<file path="src/rtl/pmp_addr_check_n.sv">
// Per-entry PMP address matcher: flags when a 1..4 byte access lies entirely
// inside entry n's OFF/TOR/NA4/NAPOT region; the flag is registered.
module pmp_addr_check_n (
    input  logic        clk,
    input  logic        rst,
    input  logic [31:0] addr,
    input  logic [31:0] addr_n,
    input  logic [31:0] addr_n_1,
    input  logic [1:0]  size,
    input  logic [1:0]  a_n,
    output logic        out
);

    typedef enum logic [1:0] {
        MODE_OFF   = 2'b00,
        MODE_TOR   = 2'b01,
        MODE_NA4   = 2'b10,
        MODE_NAPOT = 2'b11
    } mode_e;

    logic [32:0] end_addr;
    logic        wrap;
    logic        tor_hit;
    logic [32:0] na4_top;
    logic        na4_hit;
    logic [31:0] napot_mask;
    logic [31:0] napot_base;
    logic [34:0] napot_top;
    logic [32:0] napot_limit;
    logic        napot_hit;
    logic        match;

    always_comb begin
        // NOTE: combinational logic uses blocking '=' so each line sees the value just computed above it.
        end_addr = {1'b0, addr} + {31'd0, size};
        wrap     = end_addr[32];

        tor_hit = (addr_n_1 < addr_n) && (addr >= addr_n_1) && (end_addr < {1'b0, addr_n});

        na4_top = {1'b0, addr_n} + 33'd3;
        na4_hit = (addr >= addr_n) && (end_addr <= na4_top);

        // x ^ (x+1) sets bits [t:0], where t is the count of trailing ones.
        napot_mask  = addr_n ^ (addr_n + 32'd1);
        napot_base  = addr_n & ~napot_mask;
        napot_top   = {3'd0, napot_base} + {1'b0, napot_mask, 2'b11};
        napot_limit = (napot_top[34:32] != 3'd0) ? 33'h0_FFFF_FFFF : napot_top[32:0];
        napot_hit   = (addr >= napot_base) && (end_addr <= napot_limit);

        // NOTE: match gets a default before any branch so no path can infer a latch.
        match = 1'b0;
        if (!wrap) begin
            unique case (mode_e'(a_n))
                MODE_OFF:   match = 1'b0;
                MODE_TOR:   match = tor_hit;
                MODE_NA4:   match = na4_hit;
                MODE_NAPOT: match = napot_hit;
            endcase
        end
    end

    // NOTE: sequential state uses non-blocking '<=' so every flop samples pre-edge values.
    always_ff @(posedge clk) begin
        if (rst) out <= 1'b0;
        else     out <= match;
    end

endmodule

</file>
<file path="config.mk">
export PLATFORM = sky130hd
export DESIGN_NAME = pmp_addr_check_n
export DESIGN_NICKNAME = d
export VERILOG_FILES = /design/src/rtl/pmp_addr_check_n.sv
export SDC_FILE = /design/constraint.sdc
export NUM_CORES = 1
export LEC_CHECK = 0
export ABC_AREA = 1
export BUFFER_PORTS_ARGS = -buffer_cell sky130_fd_sc_hd__buf_4
export CAP_MARGIN = 20
export CORE_UTILIZATION = 50
export DETAILED_ROUTE_END_ITERATION = 16
export PLACE_DENSITY = 0.69
export SKIP_LAST_GASP = 1
export SYNTH_ARGS = -nofsm -noshare
export SYNTH_HDL_FRONTEND = slang
export SYNTH_SLANG_ARGS = --single-unit
</file>
<file path="constraint.sdc">
create_clock -name clk -period 6.81 [get_ports clk]
set_input_delay 1.0215 -clock clk [delete_from_list [all_inputs] [get_ports clk]]
set_output_delay 1.0215 -clock clk [all_outputs]
set_load 0.005 [all_outputs]
</file>
==> out/qor.yml, run 1 <==
synth:
  synth_area_sq_um: 10300
  postSynthAreaPerCell_sq_um: 6.40
  yosysTopAreaCell: "ha_1"
  synth_cell_types: 42
  yosys_warnings: 0
  ys_seq_area_share_pct: 0.194
  ys_top_cells_by_area: "ha_1 35%, nand2_1 13%, inv_1 8.7%, a21oi_1 6.4%, xor2_1 5.8%"
  synthFlopType: "dfxtp_1"
  synth_top_area_share_pct: 34.7
  synth_nets: 1999
  synth-edff-count: 0
  ys_ff_latch: 1
  syn_inst: 1610
  async_flop_share_pct: 0
cells_and_area:
  regMostFlops: "out"
  top_regs: "out: 1 flops"
  final_util_pct: 56.6
  fill_cells: 2095
  final_cell_mix: "356 x nand2_1, 286 x ha_1, 239 x inv_1, 132 x a21oi_1, 123 x nor2_1"
  layoutNonFillerInstCount: 1986
  syn_to_final_growth_pct: 11.1
  layout-drive-gt1-share_pct: 12.4
  largest_reg_flops: 1
  final_common_cell: "nand2_1"
  n_antenna_cell: 0
  final_nets: 2107
power_and_ir_drop:
  p_int_uw: 370
  pwr_density_cell_nw_per_um2: 84.2
  ir_drop_uv: 46.8
  switchingPower_uw: 595
  p_seq_share_pct: 0.7
  switching_share_pct: 61.6
  p_leak_uw: 0.00626
  pwr-share-clk_pct: 0
  power.share.combinational_pct: 99.3
global_routing:
  antenna_found_initial: 0
  grt_pass1_vias: 10300
  grt_max_degree: 20
  track_usage_pct: 29.6
  grt.overflow.total: 0
  grt_pass1_wl_um: 50800
detailed_routing:
  vias: 10600
  dr.pass1.iters: 7
  wire_per_inst_um: 15.8
  avgViaCountPerCell: 5.36
  drtAntennaViolNets: 0
  finalWirelength_um: 31400
  drc: 0
  drt_iter0_markers: 604
floorplan:
  start_util_pct: 50.9
  fp-row-count: 52
  die_w_um: 146
  die_area_sq_um: 21200
  die_y_um: 146
  io-pin-count: 103
  core-area_sq_um: 20200
setup_path:
  slowest_stage: "ha_1"
  worst_setup_path_start_kind: "input port"
  crit_path_max_incr_delay_ns: 0.36
  arrival_ns: 6.26
  path_max_fanout: 7
  worstPathRequired_ns: 6.70
  setup.worst_path.end_class: "register"
  critPathKind: "input port to register"
place:
  io_buffers: 102
  post-place-cells: 1979
  place_hpwl_um: 28200
  gp_congestion: 0.919
timing:
  period_needed_ns: 6.37
  tightest_slew_ns: 0.701
  relSlewSlack_pct: 52.8
  fmax_mhz: 157
  hold_violations: 0
  finalSetupTns_ns: 0
  fin_crit_sh_pct: 93.6
  grt_setup_unrepaired: "false"
  hold_ws_ns: 1.28
  slew_viol_final: 0
  setup-violations-final: 0
clock_network:
  clk_pin_slew_worst_paths_ns: 0
  postCtsResizedCells: 0
run:
  maxCapViolCount: 0
min_path:
  min_path_type: "input port to register"
status:
  status: "complete, no violations"
==> power by group through the flow <==
stage	Clock, uW	Combinational (uW)	Sequential [uW]
floorplan	0	667	6.55
global placement	0	915	6.56
detailed placement	0	932	6.54
CTS	0	937	6.54
global route	0	1080	6.55
finish	0	958	6.52
==> through the flow <==
step / total power [uW] / area [sq um] / setup slack [ns]
after floorplan: 673 / 10300 / 1.40
after global placement: 922 / 11400 / 0.672
after detailed placement: 938 / 11400 / 0.504
after CTS: 944 / 11400 / 0.490
after global routing: 1080 / 11500 / 0.00328
final: 965 / 11500 / 0.437
==> worst max-delay path: cells and delay by family <==
kind	cells	cell delay (ns)
adders and majority gates	3	0.92
buffers and inverters	8	0.80
xor gates and xnor gates	1	0.13
and+or+nand+nor	29	3.36
==> cell usage after synthesis (all sizes together), types with 7 or more instances <==
master  number
ha         286
o21a         7
nand4       38
xor2        68
inv        252
nor4        13
nand2      380
a21oi      133
nor2       166
xnor2       45
nand3       89
o21ai       51
nor3        40
==> final timing paths <==
kind / from / to / slack (ns) / cells after the start
hold / removal: rst / out / 1.28 / 4
setup / recovery: addr_n[0] / out / 0.44 / 41
==> what timing repair did <==
action                                  CTS  global route
buffers inserted                          0             7
endpoints found under the setup margin    0             1
hold buffers                              0             0
==> routing by layer <==
| layer | wire [um] | GRT usage, % |
|---|---|---|
| met1 | 13800 | 37.0 |
| met2 | 15000 | 53.8 |
| met3 | 1510 | 1.76 |
| met4 | 1000 | 9.53 |
| met5 | 0 | 0 |
==> final cells by class <==
type / instances / area [sq um] / area share (%)
Multi-Input combinational cell: 1349 / 9260 / 80.8
Inverter: 252 / 946 / 8.26
Timing Repair Buffer: 114 / 893 / 7.80
Tap cell: 270 / 338 / 2.95
Sequential cell: 1 / 20.0 / 0.175
==> logic make-up after synthesis <==
group | after synthesis | share of synthesized area (%)
and+or+nand+nor | 737 | 34.4
adders and majority gates | 287 | 34.9
buffers and inverters | 260 | 9.98
AOI/OAI and AO/OA | 211 | 10.9
xor gates and xnor gates | 113 | 9.61
DFF | 1 | 0.194
other | 1 | 0.0364
Note: power is estimated with default switching activity, not from simulation.
==> run 2: changes to the inputs <==
- CORE_UTILIZATION: 50 -> 45
- HOLD_SLACK_MARGIN: default -> 0.12
- PLACE_DENSITY: 0.69 -> default
==> run 2 against run 1 <==
Net effect: utilization fell by 4.9 points; hold slack worse by 0.0040 ns; die area grew 11%; final cell count rose by 0.35%; routed wire length rose by 2.6%; worst setup slack gained 0.10 ns; highest routed layer unchanged; total power is 0.33% lower; final area is essentially flat; fmax is 1.6% higher; first-iteration DRC count fell by 14%.
==> out/qor.yml, run 2 (same netlist as run 1, synthesis figures left out) <==
status:
  status: "complete, no violations"
setup_path:
  worstPathRequired_ns: 6.70  # about the same
  crit_path_max_incr_delay_ns: 0.38  # +0.02 ns
  path_max_fanout: 12  # +5
  arrival_ns: 6.16  # -0.10 ns
  setup.worst_path.end_class: "register"
  worst_setup_path_start_kind: "input port"
  critPathKind: "input port to register"
  path_common_cell: "nand2_1"
  cp_top_family: "simple AND/OR/NAND/NOR gates"
  slowest_stage: "ha_1"
  crit_buf_inv: 7  # -1
global_routing:
  grt_max_degree: 24  # +20%
  track_usage_pct: 27.4  # -2.2 points
  grt.overflow.total: 0  # unchanged
  antenna_found_initial: 0  # unchanged
  grt_pass1_wl_um: 51600  # +1.6%
  grt_pass1_vias: 10100  # -2.4%
detailed_routing:
  drc: 0  # unchanged
  avgViaCountPerCell: 5.27  # -1.6%
  vias: 10500  # -1.3%
  dr.pass1.iters: 5  # -2
  wire_per_inst_um: 16.1  # +2.2%
  route.met2.wl_um: 16000  # +6.2%
  drt_iter0_markers: 517  # -14%
  finalWirelength_um: 32200  # +2.6%
  drt-met1-wl_um: 14500  # +5.2%
  drtAntennaViolNets: 0  # unchanged
  top_layer: "met4"
  route.met3.wl_um: 1050  # -31%
clock_network:
  ctsHoldBuffers: 0  # unchanged
  clk_pin_slew_worst_paths_ns: 0  # unchanged
cells_and_area:
  top_regs: "out: 1 flops"
  final_cell_mix: "356 x nand2_1, 285 x ha_1, 239 x inv_1, 131 x a21oi_1, 120 x nor2_1"
  layout-drive-gt1-share_pct: 12.5  # +0.14 points
  n_antenna_cell: 0  # unchanged
  final_nets: 2104  # -0.14%
  final_area_sq_um: 11500  # about the same
  regMostFlops: "out"
  largest_reg_flops: 1  # unchanged
  syn_to_final_growth_pct: 11.2  # about the same
  final_common_cell: "nand2_1"
place:
  place_area_sq_um: 11400  # about the same
  io_buffers: 102  # unchanged
  gp_congestion: 0.942  # +2.5%
  place_hpwl_um: 29200  # +3.2%
timing:
  tightest_slew_ns: 0.750  # +0.0491 ns
  grt_setup_unrepaired: "false"
  finalSetupTns_ns: 0  # unchanged
  period_needed_ns: 6.27  # -0.102 ns
  slew_viol_final: 0  # unchanged
  fin_crit_sh_pct: 92.1  # -1.5 points
  setup-violations-final: 0  # unchanged
  relSlewSlack_pct: 49.5  # -3.3 points
  fmax_mhz: 159  # +1.6%
  hold_violations: 0  # unchanged
  hold_ws_ns: 1.28  # -0.00397 ns
floorplan:
  die_y_um: 153  # +5.3%
  die_w_um: 153  # +5.3%
  io-pin-count: 103  # unchanged
  die_area_sq_um: 23500  # +11%
  core-area_sq_um: 22200  # +9.5%
  fp-row-count: 54  # +3.8%
  start_util_pct: 46.5  # -4.4 points
power_and_ir_drop:
  ir_drop_uv: 38.6  # -18%
  p_leak_uw: 0.00625  # -0.22%
  pwr_density_cell_nw_per_um2: 83.9  # -0.40%
min_path:
  min_path_type: "input port to register"
run:
  maxCapViolCount: 0  # unchanged
## run 2: cell types whose count changed in the layout (fill, tap and decap cells not counted), sizes merged
cell	previous run	this run
clkbuf	0	1
buf	114	110
## run 2: area by class of cell
class                   instances  area (sq um)
multi-input cells            1349          9270
well taps                     280           350
fillers                      2349         10700
repair buffers                111           871
inverters                     252           946
flip-flops and latches          1          20.0
## run 2: final timing paths
path | startpoint | endpoint | slack (ns) | cells after the start
max | addr_n[0] | out | 0.54 | 40
min | rst | out | 1.28 | 4
## run 2: through the flow
step / setup WS (ns) / power (uW) / instances / utilization, %
after global placement: 0.506 / 930 / 1988 / 51.3
after detailed placement: 0.307 / 940 / 1988 / 51.3
after CTS: 0.276 / 946 / 1988 / 51.3
final: 0.538 / 961 / 1993 / 51.7
after floorplan: 1.40 / 673 / 1610 / -
after global routing: 0.0101 / 1080 / 1993 / 51.7
## run 2: power by group
group	total [uW]	internal, uW	switching (uW)
clock network	0	0	0
registers	6.53	6.40	0.134
logic	955	360	595
## run 2: timing repair
item | 4_1_cts | 5_1_grt
hold endpoints to repair | 0 | 0
buffers inserted | 0 | 4
endpoints found under the setup margin | 0 | 1
gates resized for setup | 0 | 7
## run 2: per-layer routing
metal  track usage [%]  up-vias
met4              4.71        0
met3             0.737       33
met2              51.8      210
li1                  -     5572
met5                 0        -
met1              34.6     4692
==> run 3: changes to the inputs <==
- ABC_AREA: 1 -> default
- CAP_MARGIN: 20 -> default
==> run 3 against run 2 <==
Net effect: combinational power decreased by 1%; fmax down 6.2%; sequential share of layout area hardly changed; routed wire length down 12%; first-iteration DRC count shrank 27%; synthesized area down 13%; final cell count fell by 18%; global-route usage up 0.26 points; flip-flop and latch count is the same; worst setup slack worse by 0.41 ns; final area down 4.4%; utilization up 4.4 points.
==> out/qor.yml, run 3 <==
status:
  status: "complete, no violations"
detailed_routing:
  wire_per_inst_um: 17.3  # +6.9%
  avgViaCountPerCell: 5.58  # +5.9%
  dr.pass1.iters: 6  # +1
  drt_iter0_markers: 376  # -27%
  drtAntennaViolNets: 0  # unchanged
  vias: 9116  # -13%
  drc: 0  # unchanged
  finalWirelength_um: 28200  # -12%
setup_path:
  slowest_stage: "or3_4"
  cp_top_family: "compound AO/OA/AOI/OAI gates"
  path_max_fanout: 7  # -5
  crit_buf_inv: 5  # -2
  worst_setup_path_start_kind: "input port"
  critPathKind: "input port to register"
  arrival_ns: 6.59  # +0.43 ns
  crit_path_max_incr_delay_ns: 0.37  # about the same
  setup.worst_path.end_class: "register"
  worstPathRequired_ns: 6.71  # about the same
floorplan:
  die_area_sq_um: 20600  # -12%
  fp-row-count: 51  # -5.6%
  core-area_sq_um: 19500  # -12%
  start_util_pct: 46.1  # -0.38 points
  io-pin-count: 103  # unchanged
  die_y_um: 143  # -6.4%
  die_w_um: 143  # -6.4%
synth:
  synth_area_sq_um: 9000  # -13%
  ys_ff_latch: 1  # unchanged
  synth_top_area_share_pct: 39.7  # +5.0 points
  synth_nets: 1577  # -21%
  yosysTopAreaCell: "ha_1"
  ys_seq_area_share_pct: 0.222  # +0.028 points
  ys_top_cells_by_area: "ha_1 40%, xnor2_1 9.0%, a21o_1 6.7%, inv_1 4.7%, a21oi_1 4.6%"
  synthTopCellsByCount: "286 x ha_1, 113 x inv_1, 93 x xnor2_1"
  async_flop_share_pct: 0  # unchanged
  synth_most_common_cell: "ha_1"
  synth-edff-count: 0  # unchanged
  postSynthAreaPerCell_sq_um: 7.58  # +18%
  syn_inst: 1188  # -26%
  yosys_warnings: 0  # unchanged
  synthFlopType: "dfxtp_1"
  synth_cell_types: 66  # +57%
cells_and_area:
  largest_reg_flops: 1  # unchanged
  fill_cells: 1941  # -17%
  final_area_sq_um: 11000  # -4.4%
  final_nets: 1759  # -16%
  final_common_cell: "ha_1"
  n_antenna_cell: 0  # unchanged
  regMostFlops: "out"
  layout-drive-gt1-share_pct: 18.3  # +5.9 points
  syn_to_final_growth_pct: 21.7
  final_cell_mix: "281 x ha_1, 191 x buf_4, 111 x inv_1, 91 x xnor2_1, 81 x nor2_1"
  top_regs: "out: 1 flops"
place:
  place_hpwl_um: 24700  # -15%
  io_buffers: 102  # unchanged
  place_area_sq_um: 10700  # -6.4%
  gp_congestion: 0.876  # -7.0%
  post-place-ws_ns: -0.386  # -0.692 ns
power_and_ir_drop:
  ir_drop_uv: 48.2  # +25%
  pwr_density_cell_nw_per_um2: 86.9  # +3.5%
  power_uw: 952  # -0.99%
  p_leak_uw: 0.00567  # -9.2%
global_routing:
  grt_max_degree: 10  # -58%
  busiest_layer: "met2"
  grt_pass1_wl_um: 45000  # -13%
  met2_usage_pct: 51.9  # +0.17 points
  grt_util_met1_pct: 33.2  # -1.4 points
  grtUsageMet3_pct: 1.30  # +0.56 points
  antenna_found_initial: 0  # unchanged
  grt.overflow.total: 0  # unchanged
  track_usage_pct: 27.6  # +0.26 points
  grt_pass1_vias: 8920  # -12%
run:
  maxCapViolCount: 0  # unchanged
timing:
  slew_viol_final: 0  # unchanged
  grt_setup_unrepaired: "true"
  hold_violations: 0  # unchanged
  setup-violations-final: 0  # unchanged
  worst_slack_ns: 0.125  # -0.414 ns
  relSlewSlack_pct: 56.7  # +7.2 points
  fin_crit_sh_pct: 98.2  # +6.1 points
  finalSetupTns_ns: 0  # unchanged
  fmax_mhz: 150  # -6.2%
  tightest_slew_ns: 0.642  # -0.108 ns
  period_needed_ns: 6.69  # +0.414 ns
clock_network:
  clk_pin_slew_worst_paths_ns: 0  # unchanged
min_path:
  min_path_type: "input port to register"
run 3: changes by cell type in the layout (fill, tap and decap cells not counted), moves of 22 or more:
cell | previous run | this run
a21o_1 | 3 | 80
a21oi_1 | 131 | 79
buf_4 | 109 | 191
inv_1 | 239 | 111
nand2_1 | 356 | 71
nand3_1 | 78 | 46
nor2_1 | 120 | 81
nor2_4 | 33 | 4
nor2b_1 | 0 | 22
xnor2_1 | 45 | 91
xor2_1 | 68 | 26
run 3: routing by layer:
metal  vias to the layer above  wire [um]  share of wire (%)
li1                       4729          -                  -
met1                      4115      12300                 44
met2                       213      13900                 49
met3                        59        933                3.3
met4                         0       1100                3.9
met5                         -          0                  0
run 3: worst paths after layout:
| check | end | from | cells after the start |
|---|---|---|---|
| worst max-delay path | out | addr_n[6] | 33 |
| worst min-delay path | out | a_n[0] | 3 |
run 3: power by group:
group	switching, uW	leakage [uW]	internal, uW
sequential	0.425	0.00000817	6.44
clock	0	0	0
combinational	517	0.00567	428
run 3: cell type report:
class	instances	area, sq um	area share [%]
Timing Repair Buffer	194	1460	13.3
Tap cell	265	332	3.03
Sequential cell	1	20.0	0.183
Inverter	113	424	3.87
Multi-Input combinational cell	1060	8720	79.6
run 3: metrics by stage:
stage                     hold WS, ns  std cells  util [%]
final                            1.42       1633      56.1
after global routing             1.43       1633      56.1
after CTS                        1.44       1626      55.1
after detailed placement         1.44       1623      54.5
after global placement           1.45       1623      54.5
after floorplan                  1.25       1188         -
run 3: repair_timing:
action,CTS,global route
cloned,1,1
gates resized for setup,19,29
hold buffers,0,0
setup buffers,2,6
endpoints found under the setup margin,1,1
pin swaps,13,30
run 3: logic make-up (layout without fill, tap and decap cells):
logic type,after synthesis,in the layout,share of synthesized area (%)
flip-flops,1,1,0.222
AND/OR/NAND/NOR,355,355,19.7
AO/OA/AOI/OAI,292,293,22.0
other,1,1,0.0416
multiplexers,2,2,0.222
XOR/XNOR,122,122,12.2
buffers and inverters,128,307,5.60
adder cells (fa/ha/maj),287,287,40.0
